$ cat src/rtl/lsp_hist_update_if.sv
`timescale 1ns/1ps
// Request handshake plus scratch-memory bus of the LSP history update engine.
// The master side issues requests and serves reads; the slave side is the engine.
interface lsp_hist_update_if #(
  parameter int AW = 12,
  parameter int DW = 32
);
  logic          start;
  logic          mode;
  logic [AW-1:0] newAddr;
  logic [AW-1:0] histAddr;
  logic [DW-1:0] memIn;
  logic [AW-1:0] memReadAddr;
  logic [AW-1:0] memWriteAddr;
  logic [DW-1:0] memOut;
  logic          memWriteEn;
  logic          busy;
  logic          done;

  modport master (
    output start, mode, newAddr, histAddr, memIn,
    input  memReadAddr, memWriteAddr, memOut, memWriteEn, busy, done
  );

  modport slave (
    input  start, mode, newAddr, histAddr, memIn,
    output memReadAddr, memWriteAddr, memOut, memWriteEn, busy, done
  );
endinterface

$ cat src/rtl/lsp_hist_update.sv
`timescale 1ns/1ps
// MA-predictor history update: shifts (mode 0) or fills (mode 1) NP slots of M words
// in scratch memory with a pipelined copy engine that moves one vector every M+2 cycles.
module lsp_hist_update #(
  parameter int M      = 10,
  parameter int NP     = 4,
  parameter int STRIDE = 16,
  parameter int AW     = 12,
  parameter int DW     = 32
) (
  input logic              clk,
  input logic              reset,
  lsp_hist_update_if.slave bus
);

  localparam int EW = (M > 1) ? $clog2(M) : 1;
  localparam int CW = (NP > 1) ? $clog2(NP) : 1;

  localparam logic [AW-1:0] STRIDE_A  = AW'(STRIDE);
  localparam logic [AW-1:0] TOP_OFF   = AW'((NP - 1) * STRIDE);
  localparam logic [EW-1:0] LAST_ELEM = EW'(M - 1);
  localparam logic [CW-1:0] LAST_COPY = CW'(NP - 1);

  typedef enum logic [1:0] {IDLE, READ, DRAIN, DONE} state_t;

  state_t        state;
  logic [EW-1:0] elemIdx;
  logic [CW-1:0] copyIdx;
  logic          drainCnt;
  logic          latMode;
  logic [AW-1:0] latNew;
  logic [AW-1:0] srcBase;
  logic [AW-1:0] dstBase;

  logic          pipeValid;
  logic [AW-1:0] pipeAddr;

  logic [AW-1:0] readAddrQ;
  logic [AW-1:0] writeAddrQ;
  logic [DW-1:0] writeDataQ;
  logic          writeEnQ;
  logic          busyQ;
  logic          doneQ;

  logic [AW-1:0] firstDst;
  logic [AW-1:0] firstSrc;
  logic [AW-1:0] nextDst;
  logic [AW-1:0] nextSrc;
  logic [AW-1:0] nextRead;
  logic [EW-1:0] elemNext;
  logic [CW-1:0] copyNext;

  // Slots are visited top-down so a slot is always read before it is overwritten.
  assign firstDst = bus.histAddr + TOP_OFF;
  assign firstSrc = (bus.mode || NP == 1) ? bus.newAddr : firstDst - STRIDE_A;

  assign copyNext = copyIdx + 1'b1;
  assign nextDst  = dstBase - STRIDE_A;
  assign nextSrc  = (latMode || copyNext == LAST_COPY) ? latNew : nextDst - STRIDE_A;

  assign elemNext = elemIdx + 1'b1;
  assign nextRead = srcBase + AW'(elemNext);

  always_ff @(posedge clk or negedge reset) begin
    if (!reset) begin
      state      <= IDLE;
      elemIdx    <= '0;
      copyIdx    <= '0;
      drainCnt   <= 1'b0;
      latMode    <= 1'b0;
      latNew     <= '0;
      srcBase    <= '0;
      dstBase    <= '0;
      pipeValid  <= 1'b0;
      pipeAddr   <= '0;
      readAddrQ  <= '0;
      writeAddrQ <= '0;
      writeDataQ <= '0;
      writeEnQ   <= 1'b0;
      busyQ      <= 1'b0;
      doneQ      <= 1'b0;
    end else begin
      // NOTE: non-blocking assignments only, so every branch below sees pre-edge values.
      // Write address travels with the read; data joins it when memIn becomes valid.
      pipeValid  <= (state == READ);
      pipeAddr   <= (state == READ) ? dstBase + AW'(elemIdx) : '0;
      writeEnQ   <= pipeValid;
      writeAddrQ <= pipeValid ? pipeAddr : '0;
      writeDataQ <= pipeValid ? bus.memIn : '0;

      case (state)
        IDLE: begin
          doneQ <= 1'b0;
          busyQ <= 1'b0;
          if (bus.start) begin
            latMode   <= bus.mode;
            latNew    <= bus.newAddr;
            srcBase   <= firstSrc;
            dstBase   <= firstDst;
            elemIdx   <= '0;
            copyIdx   <= '0;
            drainCnt  <= 1'b0;
            readAddrQ <= firstSrc;
            busyQ     <= 1'b1;
            state     <= READ;
          end
        end

        READ: begin
          if (elemIdx == LAST_ELEM) begin
            readAddrQ <= '0;
            drainCnt  <= 1'b0;
            state     <= DRAIN;
          end else begin
            elemIdx   <= elemNext;
            readAddrQ <= nextRead;
          end
        end

        DRAIN: begin
          if (!drainCnt) begin
            drainCnt <= 1'b1;
          end else if (copyIdx == LAST_COPY) begin
            drainCnt <= 1'b0;
            doneQ    <= 1'b1;
            state    <= DONE;
          end else begin
            drainCnt  <= 1'b0;
            copyIdx   <= copyNext;
            elemIdx   <= '0;
            srcBase   <= nextSrc;
            dstBase   <= nextDst;
            readAddrQ <= nextSrc;
            state     <= READ;
          end
        end

        DONE: begin
          doneQ   <= 1'b0;
          busyQ   <= 1'b0;
          elemIdx <= '0;
          copyIdx <= '0;
          state   <= IDLE;
        end

        default: state <= IDLE;
      endcase
    end
  end

  assign bus.memReadAddr  = readAddrQ;
  assign bus.memWriteAddr = writeAddrQ;
  assign bus.memOut       = writeDataQ;
  assign bus.memWriteEn   = writeEnQ;
  assign bus.busy         = busyQ;
  assign bus.done         = doneQ;

endmodule

$ cat src/flat_wrapper.sv
// flat-port wrapper written by rule: the top's interface ports become plain ports
module lsp_hist_update_flat 
#(
  parameter int M      = 10,
  parameter int NP     = 4,
  parameter int STRIDE = 16,
  parameter int AW     = 12,
  parameter int DW     = 32
)
  (clk, reset, bus_start, bus_mode, bus_newAddr, bus_histAddr, bus_memIn, bus_memReadAddr, bus_memWriteAddr, bus_memOut, bus_memWriteEn, bus_busy, bus_done);
  lsp_hist_update_if #(.AW(AW), .DW(DW)) bus_i ();
  input logic clk;
  input logic reset;
  input wire logic [$bits(bus_i.start)-1:0] bus_start;
  input wire logic [$bits(bus_i.mode)-1:0] bus_mode;
  input wire logic [$bits(bus_i.newAddr)-1:0] bus_newAddr;
  input wire logic [$bits(bus_i.histAddr)-1:0] bus_histAddr;
  input wire logic [$bits(bus_i.memIn)-1:0] bus_memIn;
  output wire logic [$bits(bus_i.memReadAddr)-1:0] bus_memReadAddr;
  output wire logic [$bits(bus_i.memWriteAddr)-1:0] bus_memWriteAddr;
  output wire logic [$bits(bus_i.memOut)-1:0] bus_memOut;
  output wire logic [$bits(bus_i.memWriteEn)-1:0] bus_memWriteEn;
  output wire logic [$bits(bus_i.busy)-1:0] bus_busy;
  output wire logic [$bits(bus_i.done)-1:0] bus_done;
  assign bus_i.start = bus_start;
  assign bus_i.mode = bus_mode;
  assign bus_i.newAddr = bus_newAddr;
  assign bus_i.histAddr = bus_histAddr;
  assign bus_i.memIn = bus_memIn;
  assign bus_memReadAddr = bus_i.memReadAddr;
  assign bus_memWriteAddr = bus_i.memWriteAddr;
  assign bus_memOut = bus_i.memOut;
  assign bus_memWriteEn = bus_i.memWriteEn;
  assign bus_busy = bus_i.busy;
  assign bus_done = bus_i.done;
  lsp_hist_update #(.M(M), .NP(NP), .STRIDE(STRIDE), .AW(AW), .DW(DW)) u_core (.clk(clk), .reset(reset), .bus(bus_i));
endmodule
$ cat config.mk
export PLATFORM = sky130hd
export DESIGN_NAME = lsp_hist_update_flat
export DESIGN_NICKNAME = d
export VERILOG_FILES = /design/src/rtl/lsp_hist_update_if.sv /design/src/rtl/lsp_hist_update.sv /design/src/flat_wrapper.sv
export SDC_FILE = /design/constraint.sdc
export NUM_CORES = 1
export LEC_CHECK = 0
export BUFFER_PORTS_ARGS = -buffer_cell sky130_fd_sc_hd__clkbuf_2
export CAP_MARGIN = 20
export CORE_MARGIN = 4
export CORE_UTILIZATION = 56
export DETAILED_ROUTE_END_ITERATION = 7
export HOLD_SLACK_MARGIN = 0.06
export PLACE_DENSITY = 0.81
export SLEW_MARGIN = 20
export SYNTH_ARGS = -nofsm -noshare
export SYNTH_HDL_FRONTEND = slang
export SYNTH_SLANG_ARGS = --single-unit
$ cat constraint.sdc
create_clock -name clk -period 3.25 [get_ports clk]
set_input_delay 0.1625 -clock clk [delete_from_list [all_inputs] [get_ports clk]]
set_output_delay 0.1625 -clock clk [all_outputs]
set_load 0.1 [all_outputs]
==> results.sh <==
export IMPL_hpwlAfterDp_um=11380
export IMPL_drtIter0Drc=508
export IMPL_path_max_fanout=13
export IMPL_cp_required_ns=3.70
export IMPL_leakagePower_nw=3.817
export IMPL_core_area_um2=10890
export IMPL_layout_drive_gt1_share_pct=22.21
export IMPL_dpl_cell_area_um2=6907
export IMPL_routed_wl_um=17470
export IMPL_clock_sinks=118
export IMPL_grt_pass1_wl_um=28570
export IMPL_fin_crit_ns=2.850
export IMPL_maxSlewViolCount=0
export IMPL_drc=0
export IMPL_swShare_pct=51.28
export IMPL_cts_tree="done"
export IMPL_max_clock_freq_ghz=0.3509
export IMPL_post_cts_repair_setup_buffers=0
export IMPL_postCtsHoldBufs=50
export IMPL_fin_nets=878
export IMPL_async_flop_share_pct=100.0
export IMPL_synthXorXnorAreaFrac_pct=5.341
export IMPL_final_setup_tns_ns=0
export IMPL_relSlewSlack_pct=39.31
export IMPL_final_antenna_net_count=0
export IMPL_portBuffers=118
export IMPL_synth_edff_count=0
export IMPL_maxCapViolations=0
export IMPL_finalCritPeriodShare_pct=87.69
export IMPL_globalRouteTotalUtil_pct=28.56
export IMPL_via_per_inst=5.791
export IMPL_synth_simple_area_share_pct=18.65
export IMPL_synth_flop_cell="dfrtp_1"
export IMPL_grt_start_max_net_pins=47
export IMPL_tightest_slew_ns=0.9103
export IMPL_synth_compound_area_share_pct=15.40
export IMPL_antennaDiodeCount=0
export IMPL_internal_power_mw=4.658
export IMPL_htree_num_levels=4
export IMPL_rsz0062_at_grt="false"
export IMPL_num_vias=5478
export IMPL_first_pass_iters=5
export IMPL_setup_viol=0
export IMPL_fin_worst_skew_ns=0.006271
export IMPL_synth_cell_types=60
export IMPL_syn2layout_area_growth_pct=28.03
export IMPL_syn_inst=635
export IMPL_num_io_pins=119
export IMPL_root_buffer="clkbuf_8"
export IMPL_post_cts_resize_count=0
export IMPL_critical_path_class="flip-flop to flip-flop"
export IMPL_synth_area_um2=6231
export IMPL_overflow=0
export IMPL_synth_warnings=0
export IMPL_hold_class="input port to flip-flop"
export IMPL_wire_per_inst_um=18.46
export IMPL_synth_seq_area_share_pct=47.39
export IMPL_insertion_delay_ns=0.53
export IMPL_yosys_register_bits=118
export IMPL_clk_pin_slew_worst_paths_ns=0.06
export IMPL_synth_top_family_by_area="simple AND/OR/NAND/NOR gates"
export IMPL_p_clk_share_pct=19.1
export IMPL_seqPwrFrac_pct=26.9
export IMPL_start_kind="flip-flop"
export IMPL_antenna_found_initial=0
export IMPL_cts_max_path_buffers=2
export IMPL_arrival_ns=3.30
export IMPL_combPwrFrac_pct=54.0
export IMPL_outcome="complete, no violations"
export IMPL_start_util_pct=57.23
export IMPL_cts_buffers=17
export IMPL_dieHeight_um=113.5
export IMPL_muxShareOfSynthArea_pct=4.558
export IMPL_die_area_um2=12880
export IMPL_ir_drop_uv=1174
export IMPL_synth_fa_ha_area_share_pct=5.060
export IMPL_rows=38
export IMPL_syn_nets=719
export IMPL_hold_viol=0
export IMPL_gp_congestion=0.8909
export IMPL_crit_path_end_kind="flip-flop"
export IMPL_die_x_um=113.5
export IMPL_p_switching_mw=4.903
export IMPL_final_cell_area_um2=7978
export IMPL_grt_pass1_vias=5535
export IMPL_powerDensity_nw_per_um2=1198
export IMPL_syn_avg_cell_area_um2=9.813
## path summary, 6_finish.rpt
check / cells after the start / slack (ns) / start / end
setup reg to reg: 8 / 0.40 / u_core.dstBase[4] / u_core.bus.memReadAddr[11]
hold / removal: 4 / 0.13 / bus_histAddr[8] / u_core.dstBase[8]
max in group asynchronous: 3 / 2.15 / reset / u_core.bus.memOut[2]
min in group asynchronous: 2 / 0.19 / reset / u_core.pipeAddr[8]
hold reg to reg: 1 / 0.45 / u_core.pipeAddr[7] / u_core.bus.memWriteAddr[7]
setup / recovery: 8 / 0.40 / u_core.dstBase[4] / u_core.bus.memReadAddr[11]
## cell type report
type / instances / area [um^2]
Clock buffer: 22 / 442.9
Tap cell: 140 / 175.2
Inverter: 19 / 71.32
Sequential cell: 118 / 2953
Fill cell: 783 / 2910
Clock inverter: 9 / 127.6
Timing Repair Buffer: 176 / 1154
Multi-Input combinational cell: 462 / 3054
## cell usage in the layout, fill, tap and decap left out, types with 5 or more instances in the layout
master         count
dfrtp_1          118
clkbuf_2         117
nand2_1           71
dlygate4sd3_1     50
and2_1            49
o21ai_0           48
nor2_1            34
a21oi_1           28
ha_1              22
xor2_1            20
mux2_2            19
xnor2_1           18
inv_1             17
clkbuf_16         16
nand3_1           14
buf_4              9
o22ai_1            8
nor2b_1            7
nand2b_1           7
mux2i_1            7
a21o_1             6
nor3b_1            6
o2111ai_1          6
nand4_1            6
nor3_1             5
a211oi_1           5
o211ai_1           5
o21a_1             5
## metal layers
layer  GRT usage [%]  part of all wire [%]
met5               0                     0
met4           8.333                   2.5
met3           9.125                   8.1
met2           47.70                    48
met1           35.74                    41
## critical path, cell delays in order (launching register included)
cell      delay (ns)
dfrtp_1         0.56
clkinv_1        0.31
ha_1            0.43
or2_2           0.35
o31ai_1         0.36
o311ai_0        0.23
xor2_1          0.23
nand3_1         0.10
a21oi_1         0.20
## metrics by stage
| step | setup WS, ns | utilization, % | power, mW | hold WS [ns] | cells |
|---|---|---|---|---|---|
| 2_1_floorplan | 0.9063 | - | 6.439 | -0.1331 | 635 |
| 3_3_place_gp | 0.6623 | 63.43 | 7.440 | 0.1947 | 865 |
| 3_5_place_dp | 0.4938 | 63.43 | 7.575 | 0.1998 | 865 |
| 4_1_cts | 0.4533 | 73.27 | 9.482 | 0.1066 | 946 |
| 5_1_grt | 0.1830 | 73.27 | 10.10 | 0.1682 | 946 |
| 6_report | 0.4000 | 73.27 | 9.560 | 0.1252 | 946 |
## cell families after synthesis
family,count (synthesis)
xor gates and xnor gates,38
adders and majority gates,24
AOI/OAI and AO/OA,148
muxes,26
buffers and inverters,55
and+or+nand+nor,226
DFF,118
## Yosys cell counts (all sizes together), types with 8 or more instances
master | n | share of area, %
dfrtp | 118 | 47
nand2 | 71 | 4.3
and2 | 49 | 4.9
o21ai | 49 | 3.9
nor2 | 34 | 2.0
clkbuf | 29 | 1.7
a21oi | 28 | 2.2
ha | 22 | 4.4
xor2 | 20 | 2.8
mux2 | 19 | 3.4
xnor2 | 18 | 2.5
inv | 17 | 1.0
nand3 | 14 | 1.1
o22ai | 8 | 0.80
## flip-flops by register name, indices dropped and copies added, names as in the netlist, 4 cells and up
name                     flops
u_core.bus.memReadAddr      12
u_core.srcBase              12
u_core.bus.memOut           32
u_core.pipeAddr             12
u_core.dstBase              12
u_core.elemIdx               4
u_core.bus.memWriteAddr     12
u_core.latNew               12
## power groups by stage
| stage | sequential [mW] | combinational (mW) | clock (mW) |
|---|---|---|---|
| 2_1_floorplan | 3.95 | 2.49 | 0 |
| 3_3_place_gp | 2.54 | 4.90 | 0 |
| 3_5_place_dp | 2.57 | 5.01 | 0 |
| 4_1_cts | 2.55 | 5.09 | 1.84 |
| 5_1_grt | 2.65 | 5.53 | 1.92 |
| 6_report | 2.57 | 5.17 | 1.82 |
No activity file was read; power rests on OpenSTA's default activity.
